**config.mk**
```make
export PLATFORM = sky130hd
export DESIGN_NAME = load_store_unit
export DESIGN_NICKNAME = d
export VERILOG_FILES = /design/src/rtl/load_store_unit.sv
export SDC_FILE = /design/constraint.sdc
export NUM_CORES = 1
export LEC_CHECK = 0
export CAP_MARGIN = 20
export CELL_PAD_IN_SITES_DETAIL_PLACEMENT = 1
export CELL_PAD_IN_SITES_GLOBAL_PLACEMENT = 2
export CORE_ASPECT_RATIO = 1.25
export CORE_MARGIN = 3
export CORE_UTILIZATION = 27
export CTS_CLUSTER_DIAMETER = 50
export DETAILED_ROUTE_END_ITERATION = 7
export HOLD_SLACK_MARGIN = 0.02
export PLACE_DENSITY_LB_ADDON = 0.1
export RECOVER_POWER = 50
export SETUP_SLACK_MARGIN = 0.1
export SLEW_MARGIN = 10
export SYNTH_ARGS = -nofsm -noshare
export SYNTH_HDL_FRONTEND = slang
export SYNTH_SLANG_ARGS = --single-unit
```
**constraint.sdc**
```tcl
create_clock -name Clk -period 2.05 [get_ports Clk]
set_input_delay 0.205 -clock Clk [delete_from_list [all_inputs] [get_ports Clk]]
set_output_delay 0.205 -clock Clk [all_outputs]
set_load 0.005 [all_outputs]
```
**src/rtl/load_store_unit.sv**
```systemverilog
// rtl/load_store_unit.sv - byte/word load-store sequencer for a byte-wide data memory
//
// Splits each core access into one or two single-byte memory cycles (low byte
// at Addr, high byte at Addr+1, little-endian) and returns a completion pulse.
//
// Ports:
//   Clk, Reset        clock, asynchronous active-low reset
//   Start             request strobe, only honoured in IDLE
//   IsStore, Size,    access attributes, captured together with Start
//   SignExt, Addr,
//   WrData
//   Busy, Done        access in progress / one-cycle completion pulse
//   RdData            load result, valid from Done until the next load
//   MemRead/MemWrite  memory enables (never both high)
//   Byte              memory lane select (0 = DataIn[7:0], 1 = DataIn[15:8])
//   DataAddress       memory byte address
//   MemDataIn         memory write data bus
//   MemDataOut        memory read data bus (combinational read path)
module load_store_unit #(
  parameter int ADDR_W = 8,
  parameter int DATA_W = 16
) (
  input  logic              Clk,
  input  logic              Reset,
  input  logic              Start,
  input  logic              IsStore,
  input  logic              Size,
  input  logic              SignExt,
  input  logic [ADDR_W-1:0] Addr,
  input  logic [DATA_W-1:0] WrData,
  output logic              Busy,
  output logic              Done,
  output logic [DATA_W-1:0] RdData,
  output logic              MemRead,
  output logic              MemWrite,
  output logic              Byte,
  output logic [ADDR_W-1:0] DataAddress,
  output logic [DATA_W-1:0] MemDataIn,
  input  logic [DATA_W-1:0] MemDataOut
);

  typedef enum logic [1:0] {
    S_IDLE = 2'd0,
    S_LO   = 2'd1,
    S_HI   = 2'd2,
    S_DONE = 2'd3
  } state_e;

  state_e state_q, state_d;

  logic              is_store_q, is_store_d;
  logic              size_q, size_d;
  logic              sign_ext_q, sign_ext_d;
  logic [ADDR_W-1:0] addr_q, addr_d;
  logic              byte_q, byte_d;
  logic [DATA_W-1:0] wdata_q, wdata_d;
  logic [7:0]        lo_byte_q, lo_byte_d;
  logic [DATA_W-1:0] rd_q, rd_d;

  // State register
  always_ff @(posedge Clk or negedge Reset) begin
    if (!Reset) begin
      state_q <= S_IDLE;
    end else begin
      state_q <= state_d;
    end
  end

  // Next-state logic
  always_comb begin
    state_d = state_q;
    case (state_q)
      S_IDLE: if (Start) state_d = S_LO;
      S_LO:   state_d = size_q ? S_HI : S_DONE;
      S_HI:   state_d = S_DONE;
      S_DONE: state_d = S_IDLE;
      default: state_d = S_IDLE;
    endcase
  end

  // Output logic: enables are decoded from state so reset clears them at once
  always_comb begin
    Busy     = (state_q != S_IDLE);
    Done     = (state_q == S_DONE);
    MemRead  = ((state_q == S_LO) || (state_q == S_HI)) && !is_store_q;
    MemWrite = ((state_q == S_LO) || (state_q == S_HI)) &&  is_store_q;
  end

  // Datapath registers. DataAddress/Byte/MemDataIn are registered so that they
  // are already correct in LO/HI and simply hold their value in IDLE/DONE.
  always_comb begin
    is_store_d = is_store_q;
    size_d     = size_q;
    sign_ext_d = sign_ext_q;
    addr_d     = addr_q;
    byte_d     = byte_q;
    wdata_d    = wdata_q;
    lo_byte_d  = lo_byte_q;
    rd_d       = rd_q;
    case (state_q)
      S_IDLE: begin
        if (Start) begin
          is_store_d = IsStore;
          size_d     = Size;
          sign_ext_d = SignExt;
          addr_d     = Addr;
          byte_d     = 1'b0;
          wdata_d    = WrData;
        end
      end
      S_LO: begin
        if (!is_store_q) begin
          if (size_q) begin
            lo_byte_d = MemDataOut[7:0];
          end else if (sign_ext_q) begin
            rd_d = {{(DATA_W-8){MemDataOut[7]}}, MemDataOut[7:0]};
          end else begin
            rd_d = {{(DATA_W-8){1'b0}}, MemDataOut[7:0]};
          end
        end
        if (size_q) begin
          // Address wraps naturally at 2^ADDR_W
          addr_d = addr_q + {{(ADDR_W-1){1'b0}}, 1'b1};
          byte_d = 1'b1;
        end
      end
      S_HI: begin
        if (!is_store_q) begin
          rd_d       = '0;
          rd_d[15:8] = MemDataOut[15:8];
          rd_d[7:0]  = lo_byte_q;
        end
      end
      default: ;
    endcase
  end

  always_ff @(posedge Clk or negedge Reset) begin
    if (!Reset) begin
      is_store_q <= 1'b0;
      size_q     <= 1'b0;
      sign_ext_q <= 1'b0;
      addr_q     <= '0;
      byte_q     <= 1'b0;
      wdata_q    <= '0;
      lo_byte_q  <= 8'h00;
      rd_q       <= '0;
    end else begin
      is_store_q <= is_store_d;
      size_q     <= size_d;
      sign_ext_q <= sign_ext_d;
      addr_q     <= addr_d;
      byte_q     <= byte_d;
      wdata_q    <= wdata_d;
      lo_byte_q  <= lo_byte_d;
      rd_q       <= rd_d;
    end
  end

  assign DataAddress = addr_q;
  assign Byte        = byte_q;
  assign MemDataIn   = wdata_q;
  assign RdData      = rd_q;

endmodule

```
# Yosys cells after proc, flatten, opt, wreduce, memory -nomap -nowiden
# Index checks and enable logic that the tools add are counted.
dict set report word_totals {
  reg_bits 54
  inputBits 46
  output_inout_bits 45
  elab_cells 45
}
dict set report op_classes {
  addsub 1
  n_eq_ne 8
  mux 14
  n_bitwise 1
  n_reduce_logical 12
}
# cell count
set op_table {}
lappend op_table {{two-way mux 16 bit} 4}
lappend op_table {{case mux 16 bit (2 select lines)} 1}
lappend op_table {{two-way mux 8 bit} 2}
lappend op_table {{case mux 8 bit (2 select lines)} 1}
lappend op_table {{!= test 2 bit (second input constant)} 5}
lappend op_table {{adder 8 x 1 -> 8 bit (second input constant)} 1}
lappend op_table {{case mux 2 bit (4 select lines)} 1}
lappend op_table {{AND reduction 3 bit} 2}
lappend op_table {{nonzero test 2 bit} 3}
lappend op_table {{equality test 2 bit (second input constant)} 2}
lappend op_table {{AND reduction 4 bit} 1}
lappend op_table {{two-way mux 1 bit} 3}
lappend op_table {{equality test 2 x 1 -> 1 bit (second input constant)} 1}
lappend op_table {{logical AND 1 bit} 2}
lappend op_table {{logical NOT 2 bit} 1}
lappend op_table {{two-way mux 2 bit} 1}
lappend op_table {{case mux 1 bit (2 select lines)} 1}
lappend op_table {{AND reduction 2 bit} 1}
lappend op_table {{logical NOT 1 bit} 1}
lappend op_table {{logical OR 1 bit} 1}
lappend op_table {{NOT 1 bit} 1}

# Depth between registers and ports, before layout
dict set report depth {
  depth_word 4
  mapped_depth 9
  depth_no_buf 6
}

# Least setup slack after synthesis
# Ideal clock, no wire load.
dict set report synth_timing {
  path_kind {register to register}
  start {register state_q[0]}
  end {register addr_q[2] (netlist: DataAddress[2])}
  setup_time_ns 0.124
  arrival_time_ns 1.453
  t_required_ns 1.926
  slack_ns 0.473
  path_stages_with_launch 10
  path_buffers 3
  synth_period_minus_slack_ns 1.577
  cell_sequence {dfrtp_1 > inv_1 > ha_1 > buf_6 > nand2b_4 > buf_6 > o211a_1 > buf_6 > a21boi_2 > a2bb2oi_2}
}
dict set report synth_between {
  elab_chain_len 3
  elab_cells_between_ends 7
  classes_between {eq/ne: 3; mux: 1; reduce/logical: 3}
}
# element line_no
set synth_lines {}
lappend synth_lines {{start, declared} 49} ;# state_e state_q, state_d;
lappend synth_lines {{start signal, assigned} 65} ;# state_q <= state_d;
lappend synth_lines {{equality test 2 x 1 -> 1 bit / logical NOT 2 bit (equally long branches)} 100} ;# case (state_q)
lappend synth_lines {{!= test 2 bit (no line) / nonzero test 2 bit (equally long branches)} -}
lappend synth_lines {{AND reduction 3 bit (no line)} -}
lappend synth_lines {{end signal, assigned} 152} ;# addr_q <= addr_d;
lappend synth_lines {{end, declared} 54} ;# logic [ADDR_W-1:0] addr_q, addr_d;
# Several ways; a longest one is shown, not always the timed one.
# A chain may end at the register's enable or synchronous reset.

# Worst setup path after layout
dict set report layout_timing {
  start {register state_q[0]}
  end {output MemWrite}
}
dict set report layout_between {
  elab_chain_len 3
  elab_cells_between_ends 4
  classes_between {eq/ne: 2; reduce/logical: 2}
}
# element line_no
set layout_lines {}
lappend layout_lines {{equality test 2 x 1 -> 1 bit / equality test 2 bit (equally long branches)} 86} ;# MemWrite = ((state_q == S_LO) || (state_q == S_HI)) && is_store_q;
lappend layout_lines {{logical OR 1 bit (*)} 86}
lappend layout_lines {{logical AND 1 bit (*)} 86}
lappend layout_lines {{end, declared} 35} ;# output logic MemWrite,
# Mark *: on every way between the ends. The rest lies on a longest branch, timed or not.

==> summary.txt <==
STA
  • Fin worst setup slack: 0.140 ns
  • RSZ-0062 raised after global routing: no
  • Minimum clock period: 1.91 ns
  • Final TNS setup: 0 ns
  • Final Hold Fails: 0
  • Max_slew headroom: around 17%
  • Max Freq: 524 MHz
  • Worst slew pin tran: between 1 and 1.5 ns
  • Final setup fails: 0
  • Final worst-path cycle share: 93.2%
  • Hold Slack: a little under 0.5 ns
  • Count of pins over their slew limit: 0
  • Clk_skew: between 0.008 and 0.009 ns

Global routing
  • Largest net degree at the start of global routing: between 50 and 60
  • Global-route wire length before repair: 10.7 mm
  • Initial antenna violation count: 0
  • Vias in the first global route: 2118
  • Total gr overflow: 0
  • Gr usage total: 12.9%

Drt
  • Router iterations before antenna repair: 3
  • Vias per cell: approximately 4.5
  • DRC violations left: 0
  • Routed len/inst: 14.9 um
  • Post-Route WL: 6.46 mm
  • Antenna-violating nets left: 0
  • Initial DRC count: 44
  • DR vias: 1972

Placement
  • Area after DPL: 3530 um^2
  • Port Buffers: 90
  • Post-DP HPWL: 4.63 mm
  • Pre-CTS setup slack: around 0.24 ns
  • GP Congestion: 0.675

Logic synthesis
  • Seq/Total Area, Yosys: 54.1%
  • Avg Synthesized Cell Area: 11.3 um^2
  • Syn Inst Count: 221
  • Yosys warning count: 0
  • Net count after synthesis: 273
  • Flops & latches, synth: 54
  • Netlist Area Pre-Place: roughly 2500 um^2
  • Unique masters post-synth: 31

Critical path
  • R2R Setup Slk: 0.30 ns
  • R2R Path End: DataAddress[2]
  • CP arrival: 1.70 ns
  • Crit-path max FO: 3
  • Data required, critical path: 1.85 ns
  • Crit start category: register
  • Crit. Startpoint: state_q[0]
  • Crit end category: primary output
  • Reg2reg start: state_q[0]
  • Last element of the critical path: MemWrite
  • R2R depth: 6
  • Crit Path Class: register to primary output

Final layout
  • Final net count: 365
  • Layout cell share with drive strength beyond 1: around 17%
  • Fin area: 3690 um^2
  • Antenna diodes: 0
  • Synth-to-Final Area Change: 48.0%

Run status
  • Status: complete, no violations

CTS
  • Clk_lat worst skew: 0.31 ns
  • Cts bufs inserted: 5
  • Clock root cell: clkbuf_8
  • CTS tree: yes
  • Clock slew at reported path FFs: 0.10 ns
  • Clock Sinks: 54
  • Max clock buf depth: 2
  • H-Tree Depth: 2

Pwr
  • Pleak: around 1.6 nW
  • Internal: approximately 0.0037 W
  • Clock power share: 15.8%
  • Comb power frac: about half
  • Worst VDD drop: between 0.5 and 0.6 mV
  • Sw Ratio: between 30% and 40%
  • Psw: around 0.0019 W
  • Seq pwr share: 34.3%
  • Pwr/cell area: 1530 nW/um^2

Job
  • # Max-Cap Violations: 0

Floorplan
  • I/O pin count: 91
  • # rows: 38
  • Core area: 8840 um^2
  • Die span in x: 92 um
  • Starting Density: 28.2%
  • Die footprint: roughly 10000 um^2
  • Die Y: 114 um

Hold path
  • Start point of the worst hold path: RdData[6]
  • Tightest Hold Check Type: register to register
worst min path at each step:
| stage | end | slack (ns) | cells past startpoint |
|---|---|---|---|
| CTS | DataAddress[7] | 0.41 | 3 |
| global route | sign_ext_q | 0.49 | 2 |
| floorplan | Byte | -0.09 | 0 |
| finish | RdData[6] | 0.48 | 2 |
| detailed placement | DataAddress[7] | 0.24 | 2 |
| global placement | DataAddress[7] | 0.24 | 2 |
synthesized netlist by cell type:
library cell	count	area [um^2]
nand2b_4	1	13.8
a2bb2oi_2	1	15.0
and4_1	1	8.76
nand4_1	1	6.26
buf_2	9	45.0
a21oi_1	18	90.1
mux2i_1	11	110
dfrtp_1	54	1350
a21boi_2	1	11.3
nor2b_1	1	6.26
a31oi_1	1	6.26
nand2b_1	1	6.26
nand3b_1	1	7.51
nand2_1	24	90.1
nor2_1	7	26.3
nor3b_1	2	15.0
buf_6	3	33.8
ha_1	6	75.1
and2_1	2	12.5
clkbuf_1	2	7.51
o22ai_1	5	31.3
and3b_1	1	8.76
o21ai_0	20	100
inv_1	7	26.3
o211a_1	1	10.0
mux2_2	27	304
nand3_1	6	30.0
nor3_2	1	10.0
nor3_1	2	10.0
o21ai_1	2	10.0
o22a_1	2	17.5
layer usage:
layer	routed length, um	up-vias	global-route usage, %
li1	-	947	-
met1	2630	972	15.2
met2	3420	45	22.8
met3	317	8	3.43
met4	89	0	4.06
met5	0	-	0
worst max-delay path, cell delays in order, from the launching register on:
cell and delay [ns]:
dfrtp_1 0.37, inv_1 0.10, ha_4 0.28, and2_1 0.13
clkdlybuf4s50_1 0.51
power groups by stage:
stage | sequential (W) | clock, W | combinational [W]
after floorplan | 0.00196 | 0 | 0.00155
after global placement | 0.00198 | 0 | 0.00284
after detailed placement | 0.00200 | 0 | 0.00289
after CTS | 0.00196 | 0.000932 | 0.00297
after global routing | 0.00204 | 0.000968 | 0.00315
final | 0.00194 | 0.000892 | 0.00283
stage by stage:
step           util [%]  instances  total power, W
4_1_cts            41.9        434         0.00586
3_5_place_dp       39.9        423         0.00488
3_3_place_gp       39.9        423         0.00481
6_report           41.8        434         0.00566
5_1_grt            41.8        434         0.00615
2_1_floorplan         -        221         0.00350
layout by cell type, fill, tap and decap left out, types with 5 or more instances in the layout:
| master | instances |
|---|---|
| o22ai_1 | 5 |
| dfrtp_1 | 54 |
| o21ai_0 | 20 |
| mux2_2 | 27 |
| buf_4 | 6 |
| nor2_1 | 7 |
| clkdlybuf4s50_1 | 69 |
| nand2_1 | 24 |
| a21oi_1 | 18 |
| inv_1 | 6 |
| ha_1 | 5 |
| dlygate4sd3_1 | 20 |
| nand3_1 | 6 |
| clkbuf_8 | 6 |
| mux2i_1 | 11 |
repair_timing:
item / CTS / global route
endpoints found under the setup margin: 3 / 2
hold endpoints to repair: 54 / 0
hold buffers: 1 / 0
buffers inserted: 2 / 0
resized for setup: 2 / 3
pin swaps: 0 / 0
cells by family (layout without fill, tap and decap cells):
kind of cell             after synthesis  in the layout  synth area share (%)
buffers and inverters                 21            114                  4.51
adder cells (fa/ha/maj)                6              6                  3.01
AND/OR/NAND/NOR                       51             51                  10.1
multiplexers                          38             38                  16.6
flip-flops                            54             54                  54.1
AO/OA/AOI/OAI                         51             51                  11.7
registers in the layout, summed over array words and instances (netlist names):
signal and flops:
MemDataIn 16, RdData 16, DataAddress 8, lo_byte_q 8, state_q 2, Byte 1, is_store_q 1, sign_ext_q 1
size_q 1
final cells by class:
cell class	instances	area, um^2
Clock buffer	6	82.6
Clock inverter	2	60.1
Fill cell	991	5150
Inverter	7	26.3
Multi-Input combinational cell	146	1050
Sequential cell	54	1350
Tap cell	120	150
Timing Repair Buffer	99	975
(Power assumes the default switching activity.)
